==> config.mk <==
export PLATFORM = sky130hd
export DESIGN_NAME = uart_rx_vote_sampler
export DESIGN_NICKNAME = d
export VERILOG_FILES = /design/src/rtl/uart_rx_pkg.sv /design/src/rtl/uart_rx_sync.sv /design/src/rtl/uart_rx_vote_sampler.sv
export SDC_FILE = /design/constraint.sdc
export NUM_CORES = 1
export LEC_CHECK = 0
export BUFFER_PORTS_ARGS = -buffer_cell sky130_fd_sc_hd__buf_2
export CORE_MARGIN = 2
export CORE_UTILIZATION = 30
export CTS_BUF_LIST = sky130_fd_sc_hd__clkbuf_2
export DETAILED_ROUTE_END_ITERATION = 8
export HOLD_SLACK_MARGIN = 0.06
export PLACE_DENSITY = 0.57
export SETUP_SLACK_MARGIN = 0.15
export SYNTH_ARGS = -nofsm -noshare
export SYNTH_HDL_FRONTEND = slang
export SYNTH_SLANG_ARGS = --single-unit
==> constraint.sdc <==
create_clock -name CLK -period 3.5 [get_ports CLK]
set_input_delay 0.35 -clock CLK [delete_from_list [all_inputs] [get_ports CLK]]
set_output_delay 0.35 -clock CLK [all_outputs]
set_load 0.01 [all_outputs]
==> src/rtl/uart_rx_pkg.sv <==
// Shared UART RX constants plus the oversampling legality rule.
// The edge counter's config check uses the same rule.
package uart_rx_pkg;

   localparam logic UART_IDLE_LVL   = 1'b1;
   localparam int   FIRST_DATA_BIT  = 1;
   localparam int   MAX_NUM_SAMPLES = 7;

   // The vote window must be centred and must close before decision edge ps-2.
   function automatic logic vote_legal(input int unsigned ps, input int unsigned n);
      int unsigned h;
      int unsigned mid;
      if (n == 0 || (n % 2) == 0 || n > MAX_NUM_SAMPLES) return 1'b0;
      if ((ps % 2) != 0 || ps < 4) return 1'b0;
      h   = (n - 1) / 2;
      mid = ps >> 1;
      if (mid < h) return 1'b0;
      if (mid + h > ps - 3) return 1'b0;
      return 1'b1;
   endfunction

endpackage

==> src/rtl/uart_rx_sync.sv <==
// Optional synchroniser for the serial line.
// It is a shift chain reset to the idle level, or a wire when STAGES is 0.
module uart_rx_sync
   import uart_rx_pkg::*;
#(
   parameter int STAGES = 0
) (
   input  logic CLK,
   input  logic RST,
   input  logic din,
   output logic dout
);

   generate
      if (STAGES == 0) begin : g_pass
         logic unused_clk_rst;
         assign unused_clk_rst = CLK & RST;
         assign dout = din;
      end else begin : g_chain
         logic [STAGES-1:0] chain;
         always_ff @(posedge CLK or negedge RST) begin
            if (!RST) begin
               chain <= {STAGES{UART_IDLE_LVL}};
            end else begin
               chain <= (chain << 1) | STAGES'(din);
            end
         end
         assign dout = chain[STAGES-1];
      end
   endgenerate

endmodule

==> src/rtl/uart_rx_vote_sampler.sv <==
// Majority-vote bit sampler for the UART RX path. It samples NUM_SAMPLES points
// around the bit centre and emits the voted bit with a valid strobe and a noise flag.
module uart_rx_vote_sampler
   import uart_rx_pkg::*;
#(
   parameter int PRESCALE_W  = 6,
   parameter int NUM_SAMPLES = 3,
   parameter int BIT_CNT_W   = 4,
   parameter int SYNC_STAGES = 0
) (
   input  logic                  CLK,
   input  logic                  RST,
   input  logic                  data_samp_en,
   input  logic [PRESCALE_W-1:0] prescale,
   input  logic                  S_RX_IN,
   input  logic [PRESCALE_W-1:0] edge_cnt,
   input  logic [BIT_CNT_W-1:0]  bit_cnt,
   output logic                  sampled_bit,
   output logic                  sample_valid,
   output logic                  noise_flag,
   output logic                  sample_out_flag,
   output logic                  cfg_err
);

   localparam int H     = (NUM_SAMPLES - 1) / 2;
   localparam int CNT_W = $clog2(NUM_SAMPLES + 1);

   localparam logic [CNT_W-1:0]      N_FULL    = CNT_W'(NUM_SAMPLES);
   localparam logic [CNT_W-1:0]      H_CNT     = CNT_W'(H);
   localparam logic [PRESCALE_W-1:0] H_PS      = PRESCALE_W'(H);
   localparam logic [BIT_CNT_W-1:0]  FIRST_BIT = BIT_CNT_W'(FIRST_DATA_BIT);

   logic                  rx_line;
   logic                  en_q;
   logic [PRESCALE_W-1:0] ps_q;
   logic [CNT_W-1:0]      ones_cnt;
   logic [CNT_W-1:0]      n_cnt;

   logic                  latch;
   logic                  legal_eff;
   logic [PRESCALE_W-1:0] ps_eff;
   logic [PRESCALE_W-1:0] mid;
   logic [PRESCALE_W-1:0] win_first;
   logic [PRESCALE_W-1:0] win_last;
   logic [PRESCALE_W-1:0] dec_edge;
   logic                  win_start;
   logic                  in_window;
   logic                  dec_hit;

   uart_rx_sync #(
      .STAGES (SYNC_STAGES)
   ) u_sync (
      .CLK  (CLK),
      .RST  (RST),
      .din  (S_RX_IN),
      .dout (rx_line)
   );

   // On the enable rising edge the incoming prescale applies immediately,
   // so a bit whose window opens in the latch cycle is still sampled.
   always_comb begin
      latch     = data_samp_en & ~en_q;
      ps_eff    = latch ? prescale : ps_q;
      legal_eff = vote_legal(32'(ps_eff), 32'(NUM_SAMPLES));
      mid       = ps_eff >> 1;
      win_first = mid - H_PS;
      win_last  = mid + H_PS;
      dec_edge  = ps_eff - PRESCALE_W'(2);
      win_start = (edge_cnt == win_first);
      in_window = (edge_cnt >= win_first) && (edge_cnt <= win_last);
      dec_hit   = (edge_cnt == dec_edge);
   end

   always_ff @(posedge CLK or negedge RST) begin
      if (!RST) begin
         en_q            <= 1'b0;
         ps_q            <= '0;
         ones_cnt        <= '0;
         n_cnt           <= '0;
         sampled_bit     <= UART_IDLE_LVL;
         sample_valid    <= 1'b0;
         noise_flag      <= 1'b0;
         sample_out_flag <= 1'b0;
         cfg_err         <= 1'b0;
      end else begin
         en_q         <= data_samp_en;
         sample_valid <= 1'b0;

         if (latch) begin
            ps_q    <= prescale;
            cfg_err <= ~legal_eff;
         end

         if (!data_samp_en) begin
            ones_cnt        <= '0;
            n_cnt           <= '0;
            sample_out_flag <= 1'b0;
         end else if (legal_eff) begin
            if (dec_hit) begin
               // An interrupted window leaves n_cnt short, and that bit is dropped.
               if (n_cnt == N_FULL) begin
                  sampled_bit  <= (ones_cnt > H_CNT);
                  noise_flag   <= (ones_cnt != '0) && (ones_cnt != N_FULL);
                  sample_valid <= 1'b1;
                  if (bit_cnt == FIRST_BIT) begin
                     sample_out_flag <= 1'b1;
                  end
               end
               n_cnt <= '0;
            end else if (win_start) begin
               ones_cnt <= CNT_W'(rx_line);
               n_cnt    <= CNT_W'(1);
            end else if (in_window) begin
               ones_cnt <= ones_cnt + CNT_W'(rx_line);
               n_cnt    <= n_cnt + CNT_W'(1);
            end
         end
      end
   end

endmodule
# Word level (Yosys, flattened, before mapping)
# Cells that the tools add are included.
dict set report word_totals {
  register_bits 16
  in_bits 20
  wordCells 77
}
dict set report classes {
  n_addsub 7
  magnitude_cmp 6
  eq_ne 12
  n_mux 32
  bitwise 3
  reduce_logical 8
}
# op n
set op_table {}
lappend op_table {{6-bit by 32-bit > comparator with 1-bit output} 1}
lappend op_table {{1-bit two-way mux} 21}
lappend op_table {{2-bit two-way mux} 10}
lappend op_table {{5-bit by 1-bit adder with 6-bit output (second input constant)} 2}
lappend op_table {{6-bit == test} 2}
lappend op_table {{2-bit by 1-bit inequality test with 1-bit output (second input constant)} 4}
lappend op_table {{4-bit AND reduction} 2}
lappend op_table {{6-bit by 2-bit subtractor with 7-bit output (second input constant)} 1}
lappend op_table {{6-bit >= comparator} 1}
lappend op_table {{6-bit less-or-equal comparator} 1}
lappend op_table {{6-bit by 3-bit less-than comparator with 1-bit output (second input constant)} 1}
lappend op_table {{6-bit two-way mux} 1}
lappend op_table {{5-bit by 1-bit subtractor with 6-bit output (second input constant)} 1}
lappend op_table {{6-bit by 2-bit subtractor with 6-bit output (second input constant)} 1}
lappend op_table {{5-bit by 1-bit less-than comparator with 1-bit output (second input constant)} 1}
lappend op_table {{4-bit by 1-bit == test with 1-bit output (second input constant)} 1}
lappend op_table {{2-bit inequality test (second input constant)} 2}
lappend op_table {{4-bit by 1-bit inequality test with 1-bit output (second input constant)} 1}
lappend op_table {{3-bit by 1-bit inequality test with 1-bit output (second input constant)} 1}
lappend op_table {{3-bit AND reduction} 1}
lappend op_table {{2-bit by 1-bit adder with 2-bit output} 1}
lappend op_table {{2-bit by 1-bit adder with 2-bit output (second input constant)} 1}
lappend op_table {{2-bit == test (second input constant)} 1}
lappend op_table {{2-bit by 1-bit > comparator with 1-bit output (second input constant)} 1}
lappend op_table {{other kinds (6)} 8}

# Longest topological paths before layout
# Gate-level depths: netlist of run 1.
dict set report depth {
  depth_word 14
  ltp_mapped 17
}

# Cells and area by module
# From an unflattened synthesis of run 1, not the netlist that was laid out.
dict set report unflattened {
  hier_cells 171
  hier_area_um2 1575.3
}
# mod instances cells_per_inst area_each_um2 seq_area_each_um2
set modules_own_cells {}
lappend modules_own_cells {uart_rx_vote_sampler 1 170 1567.8 401.6}
lappend modules_own_cells {uart_rx_sync 1 1 7.5 0.0}

# Worst setup path before layout of run 1
# Ideal clock, no wire load.
dict set report synth_timing {
  path_kind {input-to-reg}
  start {input port data_samp_en}
  end {register sampled_bit}
  setup_time_ns 0.082
  arrival_time_ns 3.203
  setup_slack_ns 0.215
  cell_stages 15
  path_cell_list {buf_6 -> nand2b_4 -> buf_6 -> mux2i_2 -> inv_1 -> a21oi_1 -> nand2b_1 -> xor2_1 -> ha_1 -> nand2_1 -> nor2_1 -> o21ai_0 -> a221oi_1 -> nand4_1 -> mux2_2}
}
dict set report synth_via {
  elab_chain_cells 11
  word_cells_on_any_way 22
}
# element line_no
set synth_rtl {}
lappend synth_rtl {{start: declaration} uart_rx_vote_sampler.sv:13} ;# input logic data_samp_en,
lappend synth_rtl {{1-bit bitwise AND (*)} uart_rx_vote_sampler.sv:62} ;# latch = data_samp_en & ~en_q;
lappend synth_rtl {{6-bit two-way mux (*)} --}
lappend synth_rtl {{named net ps_eff[1]} uart_rx_vote_sampler.sv:41} ;# logic [PRESCALE_W-1:0] ps_eff;
lappend synth_rtl {{6-bit by 2-bit subtractor with 7-bit output / 5-bit by 1-bit adder with 6-bit output (equally long branches)} uart_rx_pkg.sv:18} ;# if (mid + h > ps - 3) return 1'b0;
lappend synth_rtl {{6-bit by 32-bit > comparator with 1-bit output} uart_rx_pkg.sv:18}
lappend synth_rtl {{1-bit two-way mux (2 in a row)} uart_rx_pkg.sv:18}
lappend synth_rtl {{1-bit two-way mux} uart_rx_pkg.sv:15} ;# h = (n - 1) / 2;
lappend synth_rtl {{1-bit two-way mux} uart_rx_pkg.sv:19} ;# return 1'b1;
lappend synth_rtl {{1-bit two-way mux} uart_rx_pkg.sv:18}
lappend synth_rtl {{1-bit two-way mux} uart_rx_pkg.sv:15}
lappend synth_rtl {{4-bit AND reduction (no line) (*)} --}
lappend synth_rtl {{end signal: assignment} uart_rx_vote_sampler.sv:102} ;# sampled_bit <= (ones_cnt > H_CNT);
lappend synth_rtl {{end: declaration} uart_rx_vote_sampler.sv:18} ;# output logic sampled_bit,
# The timed path passes the listed nets; every way through them passes the cells marked *. The select of a mux whose other input is x is not followed.
# A chain may end at the register's enable or synchronous reset.

# Final worst setup path of run 1
dict set report layout_timing {
  start {register en_q}
  end {register n_cnt[1]}
}
dict set report layout_via {
  elab_chain_cells 13
  word_cells_on_any_way 35
}
# element line_no
set layout_rtl {}
lappend layout_rtl {{start: declaration} uart_rx_vote_sampler.sv:34} ;# logic en_q;
lappend layout_rtl {{start signal: assignment} uart_rx_vote_sampler.sv:86} ;# en_q <= data_samp_en;
lappend layout_rtl {{1-bit NOT (*)} uart_rx_vote_sampler.sv:62}
lappend layout_rtl {{1-bit bitwise AND (*)} uart_rx_vote_sampler.sv:62}
lappend layout_rtl {{6-bit two-way mux (*)} --}
lappend layout_rtl {{6-bit by 2-bit subtractor with 7-bit output / 5-bit by 1-bit adder with 6-bit output (equally long branches)} {uart_rx_pkg.sv:18, uart_rx_vote_sampler.sv:67}}
lappend layout_rtl {{6-bit by 32-bit > comparator with 1-bit output} uart_rx_pkg.sv:18}
lappend layout_rtl {{1-bit two-way mux (2 in a row)} uart_rx_pkg.sv:18}
lappend layout_rtl {{1-bit two-way mux} uart_rx_pkg.sv:15}
lappend layout_rtl {{1-bit two-way mux} uart_rx_pkg.sv:19}
lappend layout_rtl {{1-bit two-way mux} uart_rx_pkg.sv:18}
lappend layout_rtl {{1-bit two-way mux} uart_rx_pkg.sv:15}
lappend layout_rtl {{2-bit by 1-bit inequality test with 1-bit output (no line)} --}
lappend layout_rtl {{2-bit AND reduction (no line)} --}
lappend layout_rtl {{end signal: assignment} uart_rx_vote_sampler.sv:115} ;# n_cnt <= n_cnt + CNT_W'(1);
lappend layout_rtl {{end: declaration} uart_rx_vote_sampler.sv:37} ;# logic [CNT_W-1:0] n_cnt;
# Every way passes the cells marked *; elsewhere a longest branch is shown, timed or not. The select of a mux whose other input is x is not followed.

==> results.py, run 1 <==
metrics = {
    "finish": {
        "fin_cells": 284,
        "n_antenna_cell": 0,
        "area_delta_synth_final_pct": 23.4,
        "final_cell_mix": "buf_2, ha_1, nor2_1",
        "layout_commonest_cell": "buf_2",
        "drive_above_1_share_pct": 28.0,
        "fin_area_um2": 1940,
        "fin_nets": 256,
        "final_core_util_pct": 38.3,
    },
    "floorplanning": {
        "core_area_um2": 5070,
        "fp.dieH_um": 76.4,
        "die_x_um": 76.4,
        "initial_core_util_pct": 31.0,
        "io_pins": 25,
        "rows": 26,
        "die_area_um2": 5840,
    },
    "sta": {
        "hold_ws_ps": 356,
        "setup_viol": 0,
        "fin_tns_setup_ps": 0,
        "relSlewSlack_pct": 61.5,
        "worst_pin_slew_ps": 577,
        "setup_slack_ps": 265,
        "maxSlewViolCount": 0,
        "max_freq_mhz": 309,
        "min_period_ps": 3240,
        "timing_hold_violations_final": 0,
        "fin_crit_sh_pct": 92.4,
        "finClkSkew_ps": 5.11,
        "rsz0062_at_grt": "no",
    },
    "global_routing": {
        "track_usage_pct": 12.7,
        "antenna_found_initial": 0,
        "grt_pass1_vias": 1331,
        "overflow": 0,
        "grt_max_degree": 17,
        "grt_pass1_wl_um": 6110,
    },
    "synth": {
        "synth-edff-count": 0,
        "synthArstFlopShare_pct": 100,
        "syn_avg_cell_area_um2": 9.15,
        "synthAdderAreaFrac_pct": 16.7,
        "seq_area_frac_synth_pct": 25.5,
        "synth_ff_type": "dfrtp_1",
        "synth_nets": 213,
        "syn_inst": 172,
        "yosysWarnings": 0,
        "synthDistinctLibCells": 43,
        "synth-xor-area-share_pct": 8.11,
        "syn_area_um2": 1570,
        "synth_top_family_by_area": "simple AND/OR/NAND/NOR gates",
        "synthSimpleGateAreaFrac_pct": 18.8,
        "synth-seq-cells": 16,
        "synth_mux_area_share_pct": 12.0,
        "synth-compound-area-share_pct": 13.6,
    },
    "power_and_ir_drop": {
        "finalPower_uw": 768,
        "power.internal_uw": 450,
        "swShare_pct": 41.4,
        "combPwrFrac_pct": 57.3,
        "p_clk_share_pct": 11.2,
        "p_sw_uw": 318,
        "ir_drop_uv": 165,
        "leakagePower_nw": 0.938,
        "power.density_nw_per_um2": 396,
        "pwr-share-seq_pct": 31.5,
    },
    "run": {
        "cap_viol_max_count": 0,
    },
    "critical_path": {
        "r2r_end": "n_cnt[1]$_DFFE_PN0P_",
        "r2r_slack_ps": 260,
        "arrival_ps": 3480,
        "worst_r2r_startpoint": "en_q$_DFF_PN0_",
        "cp_cell_sequence": "nand2b_4 -> mux2i_4 -> nor3_1 -> nor2_1 -> ha_1 -> a2111oi_0 -> o21bai_1 -> a221o_1 -> or4_1 -> nand3_1",
        "worstSetupPathType": "flop to flop",
        "rr_worst_depth": 10,
        "critPathMaxStageDelay_ps": 490,
        "critPathSlowestCell": "or4_1",
        "required_ps": 3750,
        "endpoint_kind": "flop",
        "crit_path_start_kind": "flop",
        "critPathMaxFanout": 8,
    },
    "placement": {
        "place.gp.congestion": 0.799,
        "placed_area_um2": 1840,
        "place_inst": 275,
        "port_buffers": 24,
        "pre_cts_ws_ps": 183,
        "dpl.hpwl_um": 2980,
    },
    "clock_tree": {
        "path_clk_slew_ps": 160,
        "htree_levels": 1,
        "cts_root_buf": "clkbuf_2",
        "cts-buffers-inserted": 3,
        "cts_tree": "yes",
        "clkLatencyLatePin_ps": 290,
        "cts_num_sinks": 16,
        "cts_buffer_depth": 2,
    },
    "drt": {
        "drt_iter0_drc": 39,
        "first_pass_iters": 4,
        "routedWlPerCell_um": 12.7,
        "vias_per_cell": 4.73,
        "wl_um": 3620,
        "ant_nets": 0,
        "drc": 0,
        "vias": 1342,
    },
    "outcome": {
        "status": "complete, no violations",
    },
    "hold_path": {
        "worstHoldPathCells": 3,
        "min_delay_worst_endpoint": "ps_q[0]$_DFF_PN0_",
        "min_path_type": "primary input to flop",
        "min_from": "prescale[0]",
    },
}
final cells by class:
| cell class | instances | area, um2 |
|---|---|---|
| multi-input cells | 138 | 1130 |
| clock inverters | 1 | 3.75 |
| fillers | 545 | 3130 |
| clock buffers | 3 | 15.0 |
| inverters | 16 | 60.1 |
| flip-flops and latches | 16 | 402 |
| well taps | 70 | 87.6 |
| repair buffers | 40 | 243 |
cells in the mapped netlist, types with 2 or more instances:
cell type  instances  area share [%]
or2_2              2            0.79
o211ai_1           2            0.95
xnor2_1           10             5.6
nand4b_1           2             1.1
ha_1              21              17
nor2_1            20             4.8
mux2i_4            2             2.9
nor3_1             2            0.64
inv_1             16             3.8
nor4b_1            2             1.1
o31ai_1            2            0.95
a21oi_1            7             2.2
mux2_2             3             2.1
nand2b_1           2            0.79
o21a_1             2            0.95
xor2_1             2             1.1
buf_6              2             1.4
o21ai_0            7             2.2
nand2_1           12             2.9
mux2i_1            4             2.5
nand3_1            8             2.5
nand4_1            4             1.6
dfrtp_1           15              24
mux2i_2            4             3.5
power groups by stage:
stage          combinational (mW)  clock, mW  sequential (mW)
3_3_place_gp                0.419          0            0.244
5_1_grt                     0.504     0.0986            0.246
6_report                    0.440     0.0857            0.242
4_1_cts                     0.424     0.0901            0.241
3_5_place_dp                0.422          0            0.244
2_1_floorplan               0.299          0            0.239
sequential cells by signal, indices dropped and copies added (netlist names):
signal	cells
cfg_err	1
en_q	1
n_cnt	2
noise_flag	1
ones_cnt	2
ps_q	6
sample_out_flag	1
sample_valid	1
sampled_bit	1
worst max path at each step:
| stage | start | endpoint | slack [ps] | cells past startpoint |
|---|---|---|---|---|
| after floorplan | data_samp_en | sampled_bit$_DFFE_PN1P_ | 210 | 15 |
| after global placement | data_samp_en | n_cnt[1]$_DFFE_PN0P_ | 190 | 16 |
| after detailed placement | data_samp_en | ones_cnt[1]$_DFFE_PN0P_ | 180 | 13 |
| after CTS | en_q$_DFF_PN0_ | n_cnt[1]$_DFFE_PN0P_ | 190 | 10 |
| after global routing | en_q$_DFF_PN0_ | n_cnt[1]$_DFFE_PN0P_ | 110 | 14 |
| final | en_q$_DFF_PN0_ | n_cnt[1]$_DFFE_PN0P_ | 260 | 10 |
worst max-delay path: cells and delay by family (launching register included):
| family | cells | cell delay (ps) |
|---|---|---|
| and+or+nand+nor | 5 | 1310 |
| AOI/OAI and AO/OA | 3 | 980 |
| adders and majority gates | 1 | 230 |
| DFF | 1 | 410 |
| muxes | 1 | 260 |
cells by family (layout without fill, tap and decap cells):
kind of cell,after synthesis,after routing
and+or+nand+nor,59,59
adders and majority gates,21,21
xor gates and xnor gates,13,13
muxes,14,14
AOI/OAI and AO/OA,31,31
buffers and inverters,18,60
DFF,16,16
per-layer routing:
metal	global-route usage (%)	up-vias	wire length, um
met4	1.09	0	0
met3	2.61	0	85
met1	17.1	620	1770
li1	-	703	-
met5	0	-	0
met2	21.9	19	1760
repair_timing:
action	in CTS	in global routing
setup endpoints to repair	0	7
hold buffers	1	0
setup buffers	0	4
gates resized for setup	0	7
hold endpoints to repair	15	0
(Power assumes the default switching activity.)
==> run 2, diff against run 1 <==
--- a/config.mk
+++ b/config.mk
@@ -10,7 +10,7 @@
 export CORE_UTILIZATION = 30
 export CTS_BUF_LIST = sky130_fd_sc_hd__clkbuf_2
 export DETAILED_ROUTE_END_ITERATION = 8
-export HOLD_SLACK_MARGIN = 0.06
+export MAX_ROUTING_LAYER = met4
 export PLACE_DENSITY = 0.57
 export SETUP_SLACK_MARGIN = 0.15
 export SYNTH_ARGS = -nofsm -noshare
==> constraint.sdc (replaced) <==
create_clock -name CLK -period 3.6 [get_ports CLK]
set_input_delay 0.36 -clock CLK [delete_from_list [all_inputs] [get_ports CLK]]
set_output_delay 0.36 -clock CLK [all_outputs]
set_load 0.01 [all_outputs]
==> run 2 against run 1 <==
- hold slack got worse by 6.8 ps
- die area unchanged
- critical endpoint unchanged
- critical path depth up 2
- global-route usage grew 1.0 points
- total power increased by 0.26%
- largest cell class unchanged
- wire length grew 2.8%
- final cell count did not move
- highest routed layer is now met4
- cell area up 0.77%
- fmax increased by 2.7%
- clock power is 3.6% higher
- clock-buffer cell count up 1
==> results.py, run 2 (synthesized netlist as in run 1, its figures left out) <==
metrics = {
    "placement": {
        "port_buffers": 24,
        "placed_area_um2": 1840,
        "place.gp.congestion": 0.879,
        "dpl.hpwl_um": 3090,
    },
    "clock_tree": {
        "htree_levels": 1,
        "cts-buffers-inserted": 3,
        "cts_buffer_depth": 2,
        "cts_tree": "yes",
        "clkLatencyLatePin_ps": 300,
        "path_clk_slew_ps": 160,
        "cts_root_buf": "clkbuf_2",
        "cts_num_sinks": 16,
    },
    "critical_path": {
        "endpoint_kind": "flop",
        "required_ps": 3850,
        "arrival_ps": 3400,
        "critPathMaxFanout": 9,
        "crit_path_start_kind": "flop",
        "worstSetupPathType": "flop to flop",
    },
    "power_and_ir_drop": {
        "swShare_pct": 41.6,
        "finalPower_uw": 770,
        "p_clk_share_pct": 11.5,
        "leakagePower_nw": 0.945,
        "ir_drop_uv": 222,
        "power.internal_uw": 450,
        "power.density_nw_per_um2": 394,
        "combPwrFrac_pct": 57.8,
        "pwr-share-seq_pct": 30.7,
        "p_sw_uw": 320,
    },
    "finish": {
        "largest_reg_flops": 6,
        "final_cell_mix": "buf_2, ha_1, nor2_1",
        "fillers": 552,
        "fin_nets": 256,
        "top_regs": "ps_q (6), n_cnt (2), ones_cnt (2)",
        "top_register": "ps_q",
        "layout_commonest_cell": "buf_2",
        "fin_area_um2": 1960,
        "n_antenna_cell": 0,
        "drive_above_1_share_pct": 29.0,
        "area_delta_synth_final_pct": 24.3,
    },
    "drt": {
        "vias_per_cell": 4.80,
        "drt_iter0_drc": 35,
        "routedWlPerCell_um": 13.1,
        "drc": 0,
        "ant_nets": 0,
        "first_pass_iters": 4,
        "vias": 1362,
        "wl_um": 3720,
    },
    "sta": {
        "max_freq_mhz": 317,
        "finClkSkew_ps": 2.60,
        "setup_viol": 0,
        "min_period_ps": 3150,
        "fin_tns_setup_ps": 0,
        "relSlewSlack_pct": 61.5,
        "rsz0062_at_grt": "no",
        "worst_pin_slew_ps": 577,
        "fin_crit_sh_pct": 87.5,
        "maxSlewViolCount": 0,
        "timing_hold_violations_final": 0,
    },
    "floorplanning": {
        "die_area_um2": 5840,
        "fp.dieH_um": 76.4,
        "io_pins": 25,
        "die_x_um": 76.4,
        "initial_core_util_pct": 31.0,
        "rows": 26,
        "core_area_um2": 5070,
    },
    "global_routing": {
        "grt_pass1_vias": 1308,
        "track_usage_pct": 13.7,
        "grt_pass1_wl_um": 6200,
        "overflow": 0,
        "grt_max_degree": 17,
        "antenna_found_initial": 0,
    },
    "hold_path": {
        "min_path_type": "primary input to flop",
    },
    "run": {
        "cap_viol_max_count": 0,
    },
    "outcome": {
        "status": "complete, no violations",
    },
}
-- run 2: changes by cell type in the layout (fill, tap and decap cells not counted), sizes merged --
cell,change
clkbuf,+1
clkinv,-1
-- run 2: what timing repair did --
item	CTS	global route
buffers inserted	0	4
endpoints found under the hold margin	15	0
resized for setup	0	10
hold buffers	1	0
endpoints found under the setup margin	0	9
-- run 2: power groups by stage --
stage	logic, mW	registers (mW)	clock network (mW)
after CTS	0.418	0.235	0.0947
after global placement	0.414	0.239	0
final	0.445	0.236	0.0888
after global routing	0.506	0.241	0.100
after detailed placement	0.415	0.238	0
after floorplan	0.291	0.233	0
-- run 2: final cells by class --
| class | count | area (um2) | area share [%] |
|---|---|---|---|
| Multi-Input combinational cell | 138 | 1140 | 58.3 |
| Timing Repair Buffer | 40 | 246 | 12.6 |
| Inverter | 16 | 60.1 | 3.07 |
| Clock buffer | 4 | 20.0 | 1.02 |
| Tap cell | 70 | 87.6 | 4.48 |
| Sequential cell | 16 | 402 | 20.5 |
-- run 2: worst paths after layout --
path / cells past startpoint / start / slack [ps] / endpoint
max: 12 / en_q$_DFF_PN0_ / 450 / n_cnt[1]$_DFFE_PN0P_
min: 3 / prescale[0] / 350 / ps_q[0]$_DFF_PN0_
max reg2reg: 12 / en_q$_DFF_PN0_ / 450 / n_cnt[1]$_DFFE_PN0P_
min reg2reg: 2 / cfg_err$_DFFE_PN0N_ / 520 / cfg_err$_DFFE_PN0N_
max in group asynchronous: 2 / RST / 2800 / sampled_bit$_DFFE_PN1P_
min in group asynchronous: 2 / RST / 490 / n_cnt[1]$_DFFE_PN0P_
-- run 2: metal layers --
layer	up-vias	wire [um]	global-route usage, %
met5	-	0	-
met3	2	108	2.84
met1	632	1740	17.3
li1	705	-	-
met2	23	1860	22.9
met4	0	6	2.73
-- run 2: critical path, cell delays in order, from the launching register on --
cell and delay [ps]:
dfrtp_1 410, nand2b_4 190, buf_6 170, mux2i_4 210
nor3_1 290, xnor2_1 210, ha_1 300, a211oi_1 240
nor2_1 100, o311ai_2 270, o41ai_2 130, or4_1 470
nand3_1 90
-- run 2: per-stage QoR --
stage | utilization, % | instances | hold WS [ps] | worst slack (ps)
after CTS | 36.9 | 280 | 352 | 176
after global placement | 36.3 | 275 | 296 | 122
after detailed placement | 36.3 | 275 | 301 | 136
final | 38.6 | 284 | 349 | 449
after floorplan | - | 172 | 64.4 | 305
after global routing | 38.6 | 284 | 346 | 171
